File: config.mk
export PLATFORM = sky130hd
export DESIGN_NAME = vx_vec_lane_sequencer
export DESIGN_NICKNAME = d
export VERILOG_FILES = /design/src/rtl/vx_vec_lane_sequencer.sv
export SDC_FILE = /design/constraint.sdc
export NUM_CORES = 1
export LEC_CHECK = 0
export ABC_AREA = 1
export BUFFER_PORTS_ARGS = -buffer_cell sky130_fd_sc_hd__buf_2
export CAP_MARGIN = 10
export CORE_AREA = 3 3 418 420
export DETAILED_ROUTE_END_ITERATION = 10
export DIE_AREA = 0 0 421 423
export PLACE_DENSITY_LB_ADDON = 0.2
export SYNTH_ARGS = -nofsm -noshare
export SYNTH_HDL_FRONTEND = slang
export SYNTH_SLANG_ARGS = --single-unit
File: constraint.sdc
create_clock -name clk -period 10.25 [get_ports clk]
set_clock_uncertainty 0.1 [all_clocks]
set_input_delay 1.5375 -clock clk [delete_from_list [all_inputs] [get_ports clk]]
set_output_delay 1.5375 -clock clk [all_outputs]
set_load 0.02 [all_outputs]
File: src/rtl/vx_vec_lane_sequencer.sv
// Expands dispatched vector operand packets into one execute beat per register lane;
// scalar packets pass through as a single beat. Single output register, 1-cycle latency.
module vx_vec_lane_sequencer #(
  parameter int NUM_LANES = 8,
  parameter int DATAW     = 512,
  parameter int NR_BITS   = 6,
  parameter int LANE_BITS = (NUM_LANES > 1) ? $clog2(NUM_LANES) : 1,
  parameter int CNT_BITS  = $clog2(NUM_LANES + 1)
) (
  input  logic                clk,
  input  logic                reset,
  input  logic                in_valid,
  input  logic [DATAW-1:0]    in_data,
  input  logic                in_is_vec,
  input  logic [NR_BITS-1:0]  in_rd,
  input  logic [NR_BITS-1:0]  in_vd,
  input  logic [CNT_BITS-1:0] in_num_lanes,
  output logic                in_ready,
  output logic                out_valid,
  output logic [DATAW-1:0]    out_data,
  output logic                out_is_vec,
  output logic [NR_BITS-1:0]  out_rd,
  output logic [NR_BITS-1:0]  out_vd,
  output logic [NR_BITS-1:0]  out_lane_id,
  output logic                out_is_last,
  input  logic                out_ready,
  output logic                busy
);

  localparam logic [1:0] IDLE  = 2'd0;
  localparam logic [1:0] ISSUE = 2'd1;
  localparam logic [1:0] LAST  = 2'd2;

  logic [1:0]           state;
  logic [LANE_BITS-1:0] lane;
  logic [LANE_BITS-1:0] lane_next;
  logic [CNT_BITS-1:0]  total;
  logic [CNT_BITS-1:0]  in_total;
  logic [NR_BITS-1:0]   rd_next;
  logic                 last_next;
  logic                 in_fire;
  logic                 out_fire;

  // Handshakes: a transfer happens on a clock edge where valid && ready.
  // in_ready is combinational on out_ready so the final beat and the next
  // packet can overlap in the same cycle without a bubble.
  assign out_valid   = (state != IDLE);
  assign out_is_last = (state == LAST);
  assign in_ready    = !out_valid || (out_ready && out_is_last);
  assign busy        = out_valid && !out_is_last;
  assign in_fire     = in_valid && in_ready;
  assign out_fire    = out_valid && out_ready;
  assign out_lane_id = NR_BITS'(lane);

  // Zero or oversized lane counts are clamped to a legal group size.
  always_comb begin
    in_total = in_num_lanes;
    if (!in_is_vec || (in_num_lanes == '0)) begin
      in_total = CNT_BITS'(1);
    end else if (in_num_lanes > CNT_BITS'(NUM_LANES)) begin
      in_total = CNT_BITS'(NUM_LANES);
    end
  end

  assign lane_next = lane + LANE_BITS'(1);
  assign rd_next   = out_vd + NR_BITS'(lane_next);
  assign last_next = (CNT_BITS'(lane_next) == (total - CNT_BITS'(1)));

  always_ff @(posedge clk) begin
    if (reset) begin
      state      <= IDLE;
      lane       <= '0;
      total      <= '0;
      out_rd     <= '0;
      out_vd     <= '0;
      out_is_vec <= 1'b0;
    end else if (in_fire) begin
      state      <= (in_total == CNT_BITS'(1)) ? LAST : ISSUE;
      lane       <= '0;
      total      <= in_total;
      out_rd     <= in_is_vec ? in_vd : in_rd;
      out_vd     <= in_vd;
      out_is_vec <= in_is_vec;
    end else if (out_fire) begin
      if (out_is_last) begin
        state <= IDLE;
      end else begin
        lane   <= lane_next;
        out_rd <= rd_next;
        state  <= last_next ? LAST : ISSUE;
      end
    end
  end

  // Payload is never cleared; it only changes when a new packet is taken.
  always_ff @(posedge clk) begin
    if (!reset && in_fire) begin
      out_data <= in_data;
    end
  end

`ifndef SYNTHESIS
  a_data_stable: assert property (@(posedge clk) disable iff (reset)
    (out_valid && !out_ready) |=> $stable(out_data));
  a_lane_range: assert property (@(posedge clk) disable iff (reset)
    (int'(lane) < NUM_LANES));
  a_in_hold: assert property (@(posedge clk) disable iff (reset)
    (in_valid && !in_ready) |=> in_valid);
`endif

endmodule
==> impl_results.md <==
- Drt drc: 0
- Post-CTS Resized: 0
- Synth cell count leaders: 512 x edfxtp_1, 52 x nand2_1, 25 x inv_1
- Finished Layout Cells: 4,243
- Overflow after GRT: 0
- Post-CTS Setup Bufs: 0
- Clock slew at reported path FFs: 0.06 ns
- Maximum clock rate: 0.2417 GHz
- Sink Count: 534
- Max Fanout on Critical Path: 69
- # IOs: 1,068
- Synth async-reset ratio: 0%
- Vias per cell: 2.792
- Post-DP HPWL: 90,720 µm
- Status: finished clean
- Fin crit share: 40.37%
- Final #Nets: 2,392
- Layout cells sized above 1: 63.18%
- Avg Cell Area, Syn: 23.63 µm²
- Slew headroom: 37.02%
- Core Rows: 152
- DRT iter0 DRCs: 606
- Die area: 178,100 µm²
- Total CTS buffers: 77
- Final wirelength: 108,200 µm
- Syn Inst Count: 706
- Final GP Congestion: 0.8557
- Overall Power: 5.873 mW
- Hold Vio Cnt, Final: 0
- Worst Hold Class: flop to flop
- PortBufs: 1,064
- Syn-to-layout area delta: 65.21%
- CTS tree: built
- Largest area contributor in the netlist: edfxtp_1
- IR Drop Worst-Case VDD: 0.0001179 V
- Final setup viols: 0
- Routed Antenna Nets: 0
- Most common cell in the netlist: edfxtp_1
- Vias in the first global route: 12,200
- Crit start category: input pin
- Initial antenna violation count: 115
- Final slew viol count: 0
- Setup_tns: 0 ns
- Register area share after synthesis: 94.79%
- Seq cells post-synth: 534
- Clk_lat worst skew: 0.67 ns
- CP Data Required Time: 10.46 ns
- Min cycle time layout: 4.138 ns
- Drt wl/cell: 25.50 µm
- CP cell instances: buf_2, inv_12, nand2_4, nand2_4, inv_6, nand2_8, nor2_4, buf_4, buf_4
- Synth warn: 0
- Clock Path Buffers: 3
- Hold buffers post-CTS: 0
- Core area: 171,400 µm²
- Die Y: 423 µm
- Worst path slowest cell: buf_4
- Critical path's largest stage delay: 0.82 ns
- Largest net degree at the start of global routing: 135
- Fin util: 16.09%
- Top-area cell type share of the netlist area: 92.15%
- Pwr/cell area: 213.1 nW/µm²
- LEAKAGE: 10.88 nW
- Chip width: 421 µm
- Count of placed standard cells including taps: 4,084
- Setup CP Type: input pin to flop
- Gr usage total: 11.72%
- Via Count: 11,850
- Synth area leaders: edfxtp_1 92%, dfxtp_1 2.6%, nand2_1 1.2%
- CP Capture Type: flop
- First-pass GRT wire length: 134,400 µm
- Synthesized cell area: 16,680 µm²
- Fillers: 19,050
- H-tree Lvls: 3
- EDFF count, synth: 512
- Worst-Margin Slew: 0.9447 ns
- Starting Density: 9.737%
- CTS root buf: clkbuf_16
- Pre-antenna DRT Iters: 4
- Unrepaired setup endpoints after global routing: false
- Top_reg_cell synth: edfxtp_1
- Worst EP arrival: 4.35 ns
- Library cells used by synthesis: 29
- Maximum Capacitance Violations: 0
==> critical path, delay by kind of cell <==
family,cells,cell delay [ns]
buffers and inverters,5,1.75
AND/OR/NAND/NOR,4,0.92
==> path summary, 6_finish.rpt <==
path              startpoint             to  slack [ns]  depth (start not counted)
setup / recovery   out_ready  out_data[484]        6.11                          9
hold / removal    out_is_vec     out_is_vec        0.35                          2
setup reg to reg    state[0]  out_data[484]        6.86                          7
hold reg to reg   out_is_vec     out_is_vec        0.35                          2
==> where the power goes <==
| group | leakage, nW | internal [mW] | switching (mW) |
|---|---|---|---|
| Clock | 1.22 | 1.59 | 1.12 |
| Combinational | 4.72 | 0.166 | 0.394 |
| Sequential | 4.94 | 2.55 | 0.0547 |
==> per-stage QoR <==
stage / hold slack [ns] / instance area (µm²) / setup WS, ns
after floorplan: 0.3705 / 16730 / -0.6330
after global placement: 0.3477 / 24990 / 5.299
after detailed placement: 0.3384 / 24990 / 5.287
after CTS: 0.3513 / 27510 / 6.078
after global routing: 0.3840 / 27530 / 5.897
final: 0.3462 / 27570 / 6.112
==> metal layers <==
layer | vias to the layer above | global-route usage, % | part of all wire [%]
li1 | 5093 | - | -
met1 | 5754 | 12.09 | 35
met2 | 724 | 19.84 | 49
met3 | 272 | 6.717 | 13
met4 | 4 | 3.995 | 3.3
met5 | - | 0 | 0.025
==> state kept, by name (all words and copies together) (netlist names) <==
| register | flops |
|---|---|
| lane | 3 |
| out_data | 512 |
| out_is_vec | 1 |
| out_rd | 6 |
| out_vd | 6 |
| state | 2 |
| total | 4 |
==> final cells by class <==
cell class	count	area, µm²	share of cell area, %
Inverter	33	143.9	0.5220
Tap cell	2310	2890	10.49
Clock buffer	87	1964	7.126
Multi-Input combinational cell	136	740.7	2.687
Timing Repair Buffer	1071	5403	19.60
Clock inverter	51	555.5	2.015
Antenna cell	21	52.55	0.1906
Sequential cell	534	15820	57.37
==> cell usage in the layout (no fill, tap or decap), drive strengths merged <==
cell,n
diode,21
clkinvlp,4
bufinv,8
ha,5
nand3,14
clkbuf,87
fa,1
nor2,14
conb,3
xor2,1
o21ai,14
nor3,2
o211ai,3
o22ai,5
dfxtp,22
edfxtp,512
inv,37
a21oi,12
buf,1071
a211oi,2
nand4,2
nand2,56
o211a,2
clkinv,35
==> cells by family after synthesis <==
family / synth area share [%]
XOR/XNOR: 0.05250
buffers and inverters: 0.9449
AND/OR/NAND/NOR: 2.340
other: 0.02248
adder cells (fa/ha/maj): 0.4949
flip-flops: 94.79
AO/OA/AOI/OAI: 1.357
Note: power is estimated with default switching activity, not from simulation.
